## config.mk

```make
export PLATFORM = sky130hd
export DESIGN_NAME = dvp_pixel_packer
export DESIGN_NICKNAME = d
export VERILOG_FILES = /design/src/rtl/dvp_pixel_packer.sv
export SDC_FILE = /design/constraint.sdc
export NUM_CORES = 1
export LEC_CHECK = 0
export CORE_MARGIN = 4
export CORE_UTILIZATION = 63
export CTS_CLUSTER_DIAMETER = 150
export CTS_CLUSTER_SIZE = 16
export DETAILED_ROUTE_END_ITERATION = 8
export DONT_BUFFER_PORTS = 1
export PLACE_DENSITY = 0.79
export SLEW_MARGIN = 10
export SYNTH_ARGS = -nofsm -noshare
export SYNTH_HDL_FRONTEND = slang
export SYNTH_SLANG_ARGS = --single-unit
export TNS_END_PERCENT = 30
```

## constraint.sdc

```tcl
create_clock -name cam_pclk_i -period 3.24 [get_ports cam_pclk_i]
set_input_delay 0.972 -clock cam_pclk_i [delete_from_list [all_inputs] [get_ports cam_pclk_i]]
set_output_delay 0.972 -clock cam_pclk_i [all_outputs]
set_load 0.005 [all_outputs]
```

## src/rtl/dvp_pixel_packer.sv

```systemverilog
// dvp_pixel_packer
//   Capture front-end for an OV5640-style 8-bit DVP bus. It registers the bus
//   once on the pixel clock, packs byte pairs into RGB565 words and tags each
//   word with its column/row, start-of-frame and end-of-line. VSYNC delimits
//   frames and HREF delimits lines. Words outside the resolution latched at
//   frame start are clipped. Words that arrive while the FIFO is full are
//   dropped and flagged.
//
// Ports
//   cam_pclk_i / resetn_i          pixel clock, async active-low reset
//   cam_half_pixel_i, cam_href,    DVP byte, line qualifier, vertical blanking
//   cam_vsync
//   resolution_width_i/_depth_i    pixels per line / lines per frame
//                                  (sampled at frame start)
//   fifo_full_i                    pixel FIFO full flag
//   pixel_o, pixel_valid_o         packed word and FIFO write enable
//   sof_o, eol_o, x_o, y_o         tags of the current word
//   frame_done_o                   one-cycle pulse when an active frame ends
//   frame_err_o                    sticky frame-size mismatch
//   overflow_o                     sticky dropped-word flag
//
// Build option
//   DVP_FRAME_CHECK_EN  enables the line-length, odd-byte and line-count
//                       checks behind frame_err_o. When it is undefined,
//                       frame_err_o is tied low.
module dvp_pixel_packer #(
  parameter int DATA_WIDTH  = 8,
  parameter int PIXEL_WIDTH = 16,
  parameter int CNT_WIDTH   = 16
) (
  input  logic                   cam_pclk_i,
  input  logic                   resetn_i,
  input  logic [DATA_WIDTH-1:0]  cam_half_pixel_i,
  input  logic                   cam_href,
  input  logic                   cam_vsync,
  input  logic [CNT_WIDTH-1:0]   resolution_width_i,
  input  logic [CNT_WIDTH-1:0]   resolution_depth_i,
  input  logic                   fifo_full_i,
  output logic [PIXEL_WIDTH-1:0] pixel_o,
  output logic                   pixel_valid_o,
  output logic                   sof_o,
  output logic                   eol_o,
  output logic [CNT_WIDTH-1:0]   x_o,
  output logic [CNT_WIDTH-1:0]   y_o,
  output logic                   frame_done_o,
  output logic                   frame_err_o,
  output logic                   overflow_o
);

  typedef enum logic [1:0] {S_SYNC, S_VBLANK, S_FRAME} state_t;

  state_t r_state, w_state_nxt;

  logic [DATA_WIDTH-1:0] r_data_d, r_hi;
  logic                  r_href_d, r_vsync_d;
  logic                  r_phase, r_href_prev, r_first;
  logic [CNT_WIDTH-1:0]  r_x, r_y, r_w_lat, r_d_lat;

  logic                  w_start, w_end, w_in_frame, w_word, w_line_end;
  logic                  w_clip, w_write;
  logic [CNT_WIDTH-1:0]  w_x_inc, w_y_inc;

  // Input stage: the _d copies feed all downstream logic. Data is not reset;
  // it is only consumed while qualified by the reset control path.
  always_ff @(posedge cam_pclk_i or negedge resetn_i) begin
    if (!resetn_i) begin
      r_href_d  <= 1'b0;
      r_vsync_d <= 1'b0;
    end else begin
      r_href_d  <= cam_href;
      r_vsync_d <= cam_vsync;
    end
  end

  always_ff @(posedge cam_pclk_i) begin
    r_data_d <= cam_half_pixel_i;
    if (w_in_frame && r_href_d && !r_phase) r_hi <= r_data_d;
    if (w_start) begin
      r_w_lat <= resolution_width_i;
      r_d_lat <= resolution_depth_i;
    end
  end

  // Frame FSM
  always_ff @(posedge cam_pclk_i or negedge resetn_i) begin
    if (!resetn_i) r_state <= S_SYNC;
    else           r_state <= w_state_nxt;
  end

  always_comb begin
    w_state_nxt = r_state;
    w_start     = 1'b0;
    w_end       = 1'b0;
    case (r_state)
      S_SYNC:   if (r_vsync_d) w_state_nxt = S_VBLANK;
      S_VBLANK: if (!r_vsync_d) begin
                  w_state_nxt = S_FRAME;
                  w_start     = 1'b1;
                end
      S_FRAME:  if (r_vsync_d) begin
                  w_state_nxt = S_VBLANK;
                  w_end       = 1'b1;
                end
      default:  w_state_nxt = S_SYNC;
    endcase
  end

  assign w_in_frame = (r_state == S_FRAME);
  assign w_word     = w_in_frame && r_href_d && r_phase;
  // r_href_prev is only set for bytes seen inside the frame, so a line end
  // always follows at least one counted byte.
  assign w_line_end = w_in_frame && r_href_prev && !r_href_d;
  assign w_clip     = (r_x >= r_w_lat) || (r_y >= r_d_lat);
  assign w_write    = w_word && !w_clip && !fifo_full_i;
  assign w_x_inc    = (r_x == '1) ? r_x : r_x + CNT_WIDTH'(1);
  assign w_y_inc    = (r_y == '1) ? r_y : r_y + CNT_WIDTH'(1);

  // Output stage: packing, counters and tags
  always_ff @(posedge cam_pclk_i or negedge resetn_i) begin
    if (!resetn_i) begin
      r_phase       <= 1'b0;
      r_href_prev   <= 1'b0;
      r_first       <= 1'b0;
      r_x           <= '0;
      r_y           <= '0;
      pixel_o       <= '0;
      pixel_valid_o <= 1'b0;
      sof_o         <= 1'b0;
      eol_o         <= 1'b0;
      x_o           <= '0;
      y_o           <= '0;
      frame_done_o  <= 1'b0;
      overflow_o    <= 1'b0;
    end else begin
      pixel_valid_o <= 1'b0;
      sof_o         <= 1'b0;
      eol_o         <= 1'b0;
      frame_done_o  <= w_end;
      // A dangling odd byte leaves r_phase=1 and is discarded when href drops.
      r_phase       <= (w_in_frame && r_href_d) ? !r_phase : 1'b0;
      r_href_prev   <= w_in_frame && r_href_d;
      if (w_start) begin
        r_x        <= '0;
        r_y        <= '0;
        r_first    <= 1'b1;
        overflow_o <= 1'b0;
      end else begin
        if (w_word) begin
          // Clipped and dropped words still advance x so later columns stay aligned.
          r_x <= w_x_inc;
          if (!w_clip && fifo_full_i) overflow_o <= 1'b1;
          if (w_write) begin
            pixel_valid_o <= 1'b1;
            pixel_o       <= {r_hi, r_data_d};
            x_o           <= r_x;
            y_o           <= r_y;
            sof_o         <= r_first;
            eol_o         <= (r_x == r_w_lat - CNT_WIDTH'(1));
            r_first       <= 1'b0;
          end
        end
        if (w_line_end) begin
          r_x <= '0;
          r_y <= w_y_inc;
        end
      end
    end
  end

`ifdef DVP_FRAME_CHECK_EN
  logic [CNT_WIDTH-1:0] w_y_final;

  // A line end that coincides with the frame end has not updated r_y yet.
  assign w_y_final = w_line_end ? w_y_inc : r_y;

  always_ff @(posedge cam_pclk_i or negedge resetn_i) begin
    if (!resetn_i)
      frame_err_o <= 1'b0;
    else if (w_start)
      frame_err_o <= 1'b0;
    else if ((w_line_end && ((r_x != r_w_lat) || r_phase)) ||
             (w_end && (w_y_final != r_d_lat)))
      frame_err_o <= 1'b1;
  end
`else
  assign frame_err_o = 1'b0;
`endif

endmodule

```

==> results.json <==
{
  "syn-mean-instance-area_um2": 12.2,
  "syn_nets": 614,
  "nFillCells": 664,
  "cp_slowest_cell": "dfrtp_1",
  "hold_violations": 0,
  "setup_ws_ps": 486,
  "async_reset_ff_share_pct": 65.7,
  "vdd_drop_max_v": 0.000474,
  "grt_remaining_overflow": 0,
  "synth_flop_cell": "dfrtp_1",
  "fin_setup_tns_ps": 0,
  "yosysUniqueCellTypes": 55,
  "core_area_um2": 9910,
  "syn_area_um2": 6500,
  "cts-root-buf": "clkbuf_8",
  "hpwl_mm": 8.89,
  "ctsHtreeMaxLevel": 4,
  "critPathBufInv": 1,
  "skew_ps": 10.6,
  "post_drt_via_cell_ratio": 5.91,
  "cp_common_cell": "a211oi_1",
  "final_antenna_net_count": 0,
  "grt_use_total_pct": 23.5,
  "io_buffers": 0,
  "grt_pass1_wl_mm": 21.1,
  "cts.sinks": 140,
  "slowest_delay_ps": 490,
  "cp_top_family": "compound AO/OA/AOI/OAI gates",
  "fp.dieW_um": 110,
  "drtIter0Drc": 179,
  "routedWlPerCell_um": 18.6,
  "p_per_area_nw_per_um2": 554,
  "dp_slack_ps": 501,
  "ys_ff_latch": 140,
  "power_leakage_nw": 3.23,
  "yosysWarnings": 0,
  "start_util_pct": 65.6,
  "critical_path_arrival_ps": 3170,
  "dp_cells": 660,
  "drc": 0,
  "end_kind": "register",
  "syn_inst": 534,
  "cts_tree": "done",
  "cp_max_fo": 36,
  "cts_resized": 0,
  "finalCritPeriodShare_pct": 85.0,
  "die-area_um2": 12000,
  "num_vias": 4088,
  "grt_max_degree": 93,
  "n_antenna_cell": 0,
  "outcome": "finished clean",
  "antenna_found_initial": 1,
  "slew_viol_final": 0,
  "criticalPathCategory": "register to register",
  "routed_wl_mm": 12.9,
  "io_pins": 99,
  "stdcell_count": 692,
  "cts_buffer_depth": 2,
  "insertion_delay_ps": 530,
  "required_ps": 3650,
  "tightestPinTransition_ps": 821,
  "period_needed_ps": 2750,
  "syn2layout_area_growth_pct": 10.6,
  "postCtsSetupBuffers": 0,
  "rsz0062_at_grt": "false",
  "max_freq_mhz": 363,
  "clkTransAtPathRegs_ps": 60,
  "ctsHoldBuffers": 0,
  "nets": 626,
  "multi_input_area_um2": 2580,
  "start_kind": "register",
  "whs_ps": 135,
  "gp_congestion": 0.897,
  "yosysSeqAreaShare_pct": 56.4,
  "maxCapViolations": 0,
  "firstDrtPassIters": 5,
  "grt_pass1_vias": 4204,
  "setup_viol_count_final": 0,
  "die_h_um": 110,
  "synth_edf_count": 40,
  "drive_gt1_share_pct": 16.5,
  "hold_class": "input port to asynchronous set/reset pin",
  "num_rows": 36,
  "regArea_um2": 3660,
  "power.total_mw": 3.99,
  "cts_inserted_buffers": 17,
  "timing.slew.headroom_pct": 45.1,
  "path_cells": "ha_1 -> a211oi_1 -> nor2_1 -> a211oi_1 -> o211ai_1 -> nor3_4 -> buf_4 -> mux2_2"
}
cells in the mapped netlist, types with 3 or more instances:
cell / instances / share of area (%)
mux2_1: 4 / 0.69
a21oi_1: 22 / 1.7
dfxtp_1: 8 / 2.5
mux2i_1: 4 / 0.62
nor2b_1: 3 / 0.29
nand4_1: 13 / 1.3
inv_1: 41 / 2.4
edfxtp_1: 40 / 18
nand2_1: 23 / 1.3
clkbuf_1: 7 / 0.40
xor2_1: 16 / 2.2
ha_1: 35 / 6.7
dfrtp_1: 92 / 35
and4_1: 5 / 0.67
or4_1: 4 / 0.46
nor3_1: 9 / 0.69
mux2_2: 46 / 8.0
xnor2_1: 21 / 2.8
a211oi_1: 6 / 0.69
or3_1: 9 / 0.87
nor2_1: 44 / 2.5
o21ai_0: 20 / 1.5
buf_6: 6 / 1.0
nand3_1: 13 / 1.0
and2_1: 5 / 0.48
power breakdown:
group	switching (mW)	total, mW	internal (mW)
Sequential	0.0675	1.96	1.90
Clock	0.772	1.85	1.07
Combinational	0.0943	0.176	0.0817
path summary, 6_finish.rpt:
kind | to | slack [ps] | from | cells past startpoint
worst max-delay path | pixel_o[0] | 490 | r_x[13] | 8
worst min register to register | r_hi[7] | 430 | r_data_d[7] | 0
worst min-delay path | x_o[3] | 130 | resetn_i | 0
min in group cam_pclk_i | r_hi[7] | 430 | r_data_d[7] | 0
max in group asynchronous | r_x[8] | 2930 | resetn_i | 0
worst max register to register | pixel_o[0] | 490 | r_x[13] | 8
state kept, by name, indices dropped and copies added, names as in the netlist:
| register | flops |
|---|---|
| pixel_o | 16 |
| r_d_lat | 16 |
| r_w_lat | 16 |
| r_x | 16 |
| r_y | 16 |
| x_o | 16 |
| y_o | 16 |
| r_data_d | 8 |
| r_hi | 8 |
| r_state | 2 |
| eol_o | 1 |
| frame_done_o | 1 |
| overflow_o | 1 |
| pixel_valid_o | 1 |
| r_first | 1 |
| r_href_d | 1 |
| r_href_prev | 1 |
| r_phase | 1 |
| r_vsync_d | 1 |
| sof_o | 1 |
layout make-up:
cell class              instances  share of cell area (%)
well taps                     133                    2.31
flip-flops and latches        140                    51.0
inverters                      42                    2.19
clock inverters                11                    1.25
repair buffers                  7                   0.731
multi-input cells             338                    35.9
clock buffers                  21                    6.70
cells by family (layout without fill, tap and decap cells):
family | count (synthesis) | in the layout | synth area share (%)
and+or+nand+nor | 147 | 147 | 12.6
other | 1 | 1 | 0.0577
xor gates and xnor gates | 37 | 37 | 4.99
adders and majority gates | 35 | 35 | 6.74
muxes | 54 | 54 | 9.28
AOI/OAI and AO/OA | 64 | 64 | 6.01
buffers and inverters | 56 | 81 | 3.98
DFF | 140 | 140 | 56.4
worst register-to-register path, cell delays in order (launching register included):
cell,delay (ps)
dfrtp_1,490
ha_1,350
a211oi_1,230
nor2_1,80
a211oi_1,260
o211ai_1,210
nor3_4,160
buf_4,430
mux2_2,420
through the flow:
stage	utilization [%]	area, µm²
floorplan	-	6500
global placement	66.8	6620
detailed placement	66.8	6620
CTS	72.6	7190
global route	72.6	7190
finish	72.6	7190
per-layer routing:
layer / up-vias / GRT usage [%] / routed length (µm)
met2: 111 / 38.5 / 6320
met3: 21 / 10.1 / 1010
met4: 2 / 8.28 / 180
met5: - / 0 / 19
li1: 1923 / - / -
met1: 2031 / 27.8 / 5360
cells in the final DEF (no fill, tap or decap), drive strengths merged, types with 2 or more instances in the layout:
| cell type | count |
|---|---|
| buf | 7 |
| o21bai | 2 |
| a41oi | 2 |
| nand4 | 13 |
| nor4 | 5 |
| edfxtp | 40 |
| a211oi | 6 |
| nor3 | 10 |
| ha | 35 |
| nand2b | 2 |
| nor3b | 2 |
| or3b | 2 |
| mux2 | 50 |
| dfrtp | 92 |
| xnor2 | 21 |
| and4 | 5 |
| o21ai | 20 |
| nor2b | 3 |
| nor2 | 44 |
| or3 | 10 |
| or4 | 5 |
| inv | 51 |
| a21oi | 22 |
| dfxtp | 8 |
| nand2 | 23 |
| o31ai | 2 |
| o21a | 2 |
| clkbuf | 21 |
| xor2 | 16 |
| and2 | 5 |
| mux2i | 4 |
| nand3 | 13 |
Note: power is estimated with default switching activity, not from simulation.
